--- config.mk ---
export PLATFORM = sky130hd
export DESIGN_NAME = ram_arbiter
export DESIGN_NICKNAME = d
export VERILOG_FILES = /design/src/rtl/rails_pkg.sv /design/src/rtl/ram_arbiter.sv
export SDC_FILE = /design/constraint.sdc
export NUM_CORES = 1
export LEC_CHECK = 0
export BUFFER_PORTS_ARGS = -buffer_cell sky130_fd_sc_hd__buf_4
export CORE_MARGIN = 2
export CORE_UTILIZATION = 37
export DETAILED_ROUTE_END_ITERATION = 8
export GPL_ROUTABILITY_DRIVEN = 0
export PLACE_DENSITY_LB_ADDON = 0.2
export SYNTH_ARGS = -nofsm -noshare
export SYNTH_HDL_FRONTEND = slang
export SYNTH_SLANG_ARGS = --single-unit
export TNS_END_PERCENT = 20
--- constraint.sdc ---
create_clock -name clk -period 4.1 [get_ports clk]
set_input_delay 0.615 -clock clk [delete_from_list [all_inputs] [get_ports clk]]
set_output_delay 0.615 -clock clk [all_outputs]
set_load 0.02 [all_outputs]
--- src/rtl/rails_pkg.sv ---
// Shared types and constants for the data-RAM arbiter.
package rails_pkg;

    localparam logic RAM_OP_READ  = 1'b0;
    localparam logic RAM_OP_WRITE = 1'b1;

    localparam int unsigned RAM_ADDR_W  = 8;
    localparam int unsigned RAM_DATA_W  = 8;
    localparam int unsigned BURST_CNT_W = 4;

    typedef enum logic [1:0] {
        S_CPU,
        S_EXT,
        S_YIELD
    } arb_state_t;

endpackage

--- src/rtl/ram_arbiter.sv ---
// Shares the single-port data RAM between the CPU core and one external master.
// The external master wins contention but is limited to MAX_EXT_BURST stalling grants
// before the CPU is given one forced cycle. Idle CPU cycles can be stolen without a stall.
module ram_arbiter
    import rails_pkg::*;
#(
    parameter int unsigned MAX_EXT_BURST = 4,
    parameter bit          STEAL_IDLE    = 1'b1
) (
    input  logic       clk,
    input  logic       sync_rst,
    input  logic       clk_en,
    output logic       cpu_clk_en,
    input  logic [7:0] cpu_ram_address,
    input  logic [7:0] cpu_ram_write_data,
    input  logic       cpu_ram_operation,
    input  logic       cpu_ram_en,
    output logic [7:0] cpu_ram_read_data,
    input  logic       ext_req_valid,
    output logic       ext_req_ready,
    input  logic [7:0] ext_req_address,
    input  logic [7:0] ext_req_write_data,
    input  logic       ext_req_operation,
    output logic       ext_rsp_valid,
    output logic [7:0] ext_rsp_read_data,
    output logic [7:0] ram_address,
    output logic [7:0] ram_write_data,
    output logic       ram_operation,
    output logic       ram_en,
    input  logic [7:0] ram_read_data
);

    localparam logic [BURST_CNT_W-1:0] BURST_MAX = BURST_CNT_W'(MAX_EXT_BURST);

    arb_state_t             r_state;
    logic [BURST_CNT_W-1:0] r_burst_cnt;
    logic                   r_rsp_pending;

    logic                   w_ext_grant;
    logic                   w_steal;
    logic                   w_stall_grant;
    logic [BURST_CNT_W-1:0] w_burst_inc;

    // Grant classification from the current request and arbitration state.
    assign w_ext_grant   = ext_req_valid && (r_state != S_YIELD);
    assign w_steal       = w_ext_grant && STEAL_IDLE && !cpu_ram_en;
    assign w_stall_grant = w_ext_grant && !w_steal;
    assign w_burst_inc   = (r_burst_cnt < BURST_MAX) ? r_burst_cnt + BURST_CNT_W'(1) : r_burst_cnt;

    // Read data from the RAM is shared; the rsp-pending stall keeps the two readers apart.
    assign cpu_ram_read_data = ram_read_data;
    assign ext_rsp_read_data = ram_read_data;
    assign ext_rsp_valid     = r_rsp_pending && clk_en && !sync_rst;

    // RAM mux, ext handshake and CPU clock enable for the current cycle.
    always_comb begin
        ext_req_ready  = 1'b0;
        cpu_clk_en     = 1'b0;
        ram_en         = 1'b0;
        ram_address    = cpu_ram_address;
        ram_write_data = cpu_ram_write_data;
        ram_operation  = cpu_ram_operation;
        if (sync_rst) begin
            cpu_clk_en = clk_en;
        end else if (clk_en) begin
            if (w_ext_grant) begin
                ext_req_ready  = 1'b1;
                cpu_clk_en     = w_steal;
                ram_en         = 1'b1;
                ram_address    = ext_req_address;
                ram_write_data = ext_req_write_data;
                ram_operation  = ext_req_operation;
            end else if (!r_rsp_pending) begin
                cpu_clk_en = 1'b1;
                ram_en     = cpu_ram_en;
            end
        end
    end

    // Arbitration state, burst counter and response-pending flag.
    always_ff @(posedge clk) begin
        if (clk_en) begin
            if (sync_rst) begin
                r_state       <= S_CPU;
                r_burst_cnt   <= '0;
                r_rsp_pending <= 1'b0;
            end else begin
                r_rsp_pending <= w_ext_grant && (ext_req_operation == RAM_OP_READ);
                if (r_state == S_YIELD) begin
                    r_state     <= S_CPU;
                    r_burst_cnt <= '0;
                end else if (w_stall_grant) begin
                    r_burst_cnt <= w_burst_inc;
                    r_state     <= (w_burst_inc == BURST_MAX) ? S_YIELD : S_EXT;
                end else if (!w_ext_grant) begin
                    r_state     <= S_CPU;
                    r_burst_cnt <= '0;
                end
            end
        end
    end

endmodule

==> run_results.csv <==
group,metric,value,unit
detailed_routing,post_drt_wl_per_cell,12.9,um
logic_synthesis,synth.avg_cell_area,10.8,um^2
global_routing,grt_pass1_wl,2840,um
logic_synthesis,ys_types,23,
floorplan,start_util,39.2,%
clock_network,cts_buffer_depth,2,
clock_network,cts_buffers,3,
clock_network,ctsResizeCount,0,
min_path,hold_path_class,"in2reg",
clock_network,clk_latency,250,ps
cells_and_area,area_delta_synth_final,48.4,%
detailed_routing,remaining_drc_errors,0,
logic_synthesis,yosysTopAreaCell,"edfxtp_1",
floorplan,io_pins,84,
sta,setup_ws,1750,ps
sta,whs,626,ps
logic_synthesis,yosys_warnings,0,
floorplan,die_w,49.6,um
sta,slew_headroom,73.6,%
sta,final.min_clock_period,2350,ps
outcome,status,"finished clean",
global_routing,grt_max_degree,19,
worst_setup_path,crit_path_end,"ram_write_data[6]",
cells_and_area,layout_commonest_cell,"buf_4",
global_routing,grt.total_usage,15.3,%
cells_and_area,diodes,0,
detailed_routing,drt-vias-per-instance,4.60,
worst_setup_path,worstPathRequired,3480,ps
worst_setup_path,critPathLaunchType,"input port",
detailed_routing,vias,662,
worst_setup_path,r2r_setup_slack,2630,ps
pwr,clkPwrFrac,24.4,%
floorplan,fp.dieArea,2460,um^2
detailed_routing,dr.first_iter.drc_count,8,
floorplan,num_rows,16,
sta,setup_tns,0,ps
clock_network,hold_buffers,0,
clock_network,cts_tree,"yes",
pwr,totalPowerFinal,0.251,mW
logic_synthesis,seq_area_frac_synth,27.4,%
cells_and_area,nets,166,
run,maxCapViolations,0,
pwr,p_per_area,220,nW/um^2
sta,final-setup-viol-count,0,
logic_synthesis,syn_area,768,um^2
clock_network,cts-root-buf,"clkbuf_4",
sta,finalHoldViolCount,0,
detailed_routing,ant_nets,0,
clock_network,clkTransAtPathRegs,40,ps
cells_and_area,final_cell_mix,"buf_4 (59), mux2_4 (9), mux2_2 (8), edfxtp_1 (7), nor2_1 (6)",
sta,tightest_slew,395,ps
global_routing,grt_pass1_vias,656,
logic_synthesis,syn-num-nets,119,
detailed_routing,drtPass1Iterations,3,
cells_and_area,drive_above_1_share,69.2,%
clock_network,numClockSinks,7,
pwr,p_leak,0.584,nW
place,pre_cts_slack,1750,ps
sta,clock_skew,8.33,ps
sta,max_freq,426,MHz
place,hpwl,1570,um
pwr,p_comb_share,41.4,%
worst_setup_path,crit_path_start,"sync_rst",
pwr,p_int,0.181,mW
pwr,seqPwrFrac,34.3,%
worst_setup_path,timing.rr.end,"r_state[0]",
floorplan,die_h,49.6,um
sta,rsz0062_at_grt,"no",
worst_setup_path,rr_worst_depth,4,
logic_synthesis,syn_inst,71,
logic_synthesis,synth_top_area_share,27.4,%
worst_setup_path,crit_fanout,18,
clock_network,ctsHtreeMaxLevel,1,
pwr,peakVddDrop,0.000189,V
sta,min_period_over_period,57.2,%
global_routing,antenna_found_initial,0,
worst_setup_path,regToRegStartpoint,"r_burst_cnt[0]",
logic_synthesis,synth-seq-cells,7,
global_routing,grt.overflow.total,0,
pwr,power_switching,0.0700,mW
worst_setup_path,worstSetupPathType,"in2out",
sta,slew_violations,0,
floorplan,core,1960,um^2
logic_synthesis,synth_area_leaders,"edfxtp_1 (27%), mux2_4 (18%), buf_4 (16%), mux2_2 (12%), nand4b_4 (3.1%)",
clock_network,cts_setup_buffers,0,
worst_setup_path,crit_arrival,1730,ps
pwr,switching_share,27.9,%
place,portBuffers,59,
detailed_routing,routed_wl,1850,um
worst_setup_path,endpoint_kind,"output port",
[metrics by stage]
stage	cells	utilization (%)	cell area, um^2
after floorplan	71	-	768
after global placement	140	56.8	1110
after detailed placement	140	56.8	1110
after CTS	144	58.1	1140
after global routing	144	58.1	1140
final	144	58.1	1140
[power groups by stage]
stage / sequential [mW] / combinational [mW] / clock, mW
3_3_place_gp: 0.0869 / 0.102 / 0
3_5_place_dp: 0.0873 / 0.105 / 0
5_1_grt: 0.0862 / 0.110 / 0.0719
6_report: 0.0859 / 0.104 / 0.0611
4_1_cts: 0.0859 / 0.105 / 0.0644
2_1_floorplan: 0.0865 / 0.0744 / 0
[critical path, stage by stage]
cell and delay (ps):
buf_4 130, nand4b_4 400, mux2_4 410, buf_4 160
[sequential cells by signal, summed over array words and instances, names as in the netlist]
| name | cells |
|---|---|
| r_burst_cnt | 4 |
| r_state | 2 |
| r_rsp_pending | 1 |
[layout make-up]
type	count	area (um^2)
Clock buffer	4	26.3
Inverter	3	11.3
Multi-Input combinational cell	44	415
Fill cell	189	822
Tap cell	27	33.8
Sequential cell	7	210
Timing Repair Buffer	59	443
[synthesized netlist by cell type (all sizes together)]
cell and n:
buf 17, xnor2 1, and2 1, o31a 1
or2b 1, o21ai 1, inv 3, ha 1
or3b 1, nand2 3, edfxtp 7, a21oi 4
nor2 6, nor3 1, mux2 17, nor2b 1
nand4b 2, nand2b 1, nand4bb 1, o311a 1
[layer usage]
layer  vias up  share of wire (%)  track usage (%)
li1        328                  -                -
met1       301                 33             15.0
met2        24                 58             28.2
met3         9                7.5             5.45
met4         0                1.5             7.41
met5         -                  0                0
[logic make-up (layout without fill, tap and decap cells)]
family	count (synthesis)	count (layout)	synth area share [%]
DFF	7	7	27.4
xor gates and xnor gates	1	1	1.14
adders and majority gates	1	1	1.63
and+or+nand+nor	18	18	16.3
muxes	17	17	29.3
AOI/OAI and AO/OA	7	7	5.70
buffers and inverters	20	66	18.6
[worst min path at each step]
stage / start / to / cells after the start
after floorplan: r_burst_cnt[2] / r_burst_cnt[2] / 2
after global placement: r_burst_cnt[3] / r_state[0] / 2
after detailed placement: r_burst_cnt[3] / r_state[0] / 2
after CTS: clk_en / r_rsp_pending / 1
after global routing: clk_en / r_rsp_pending / 1
final: clk_en / r_rsp_pending / 1
(Power assumes the default switching activity.)
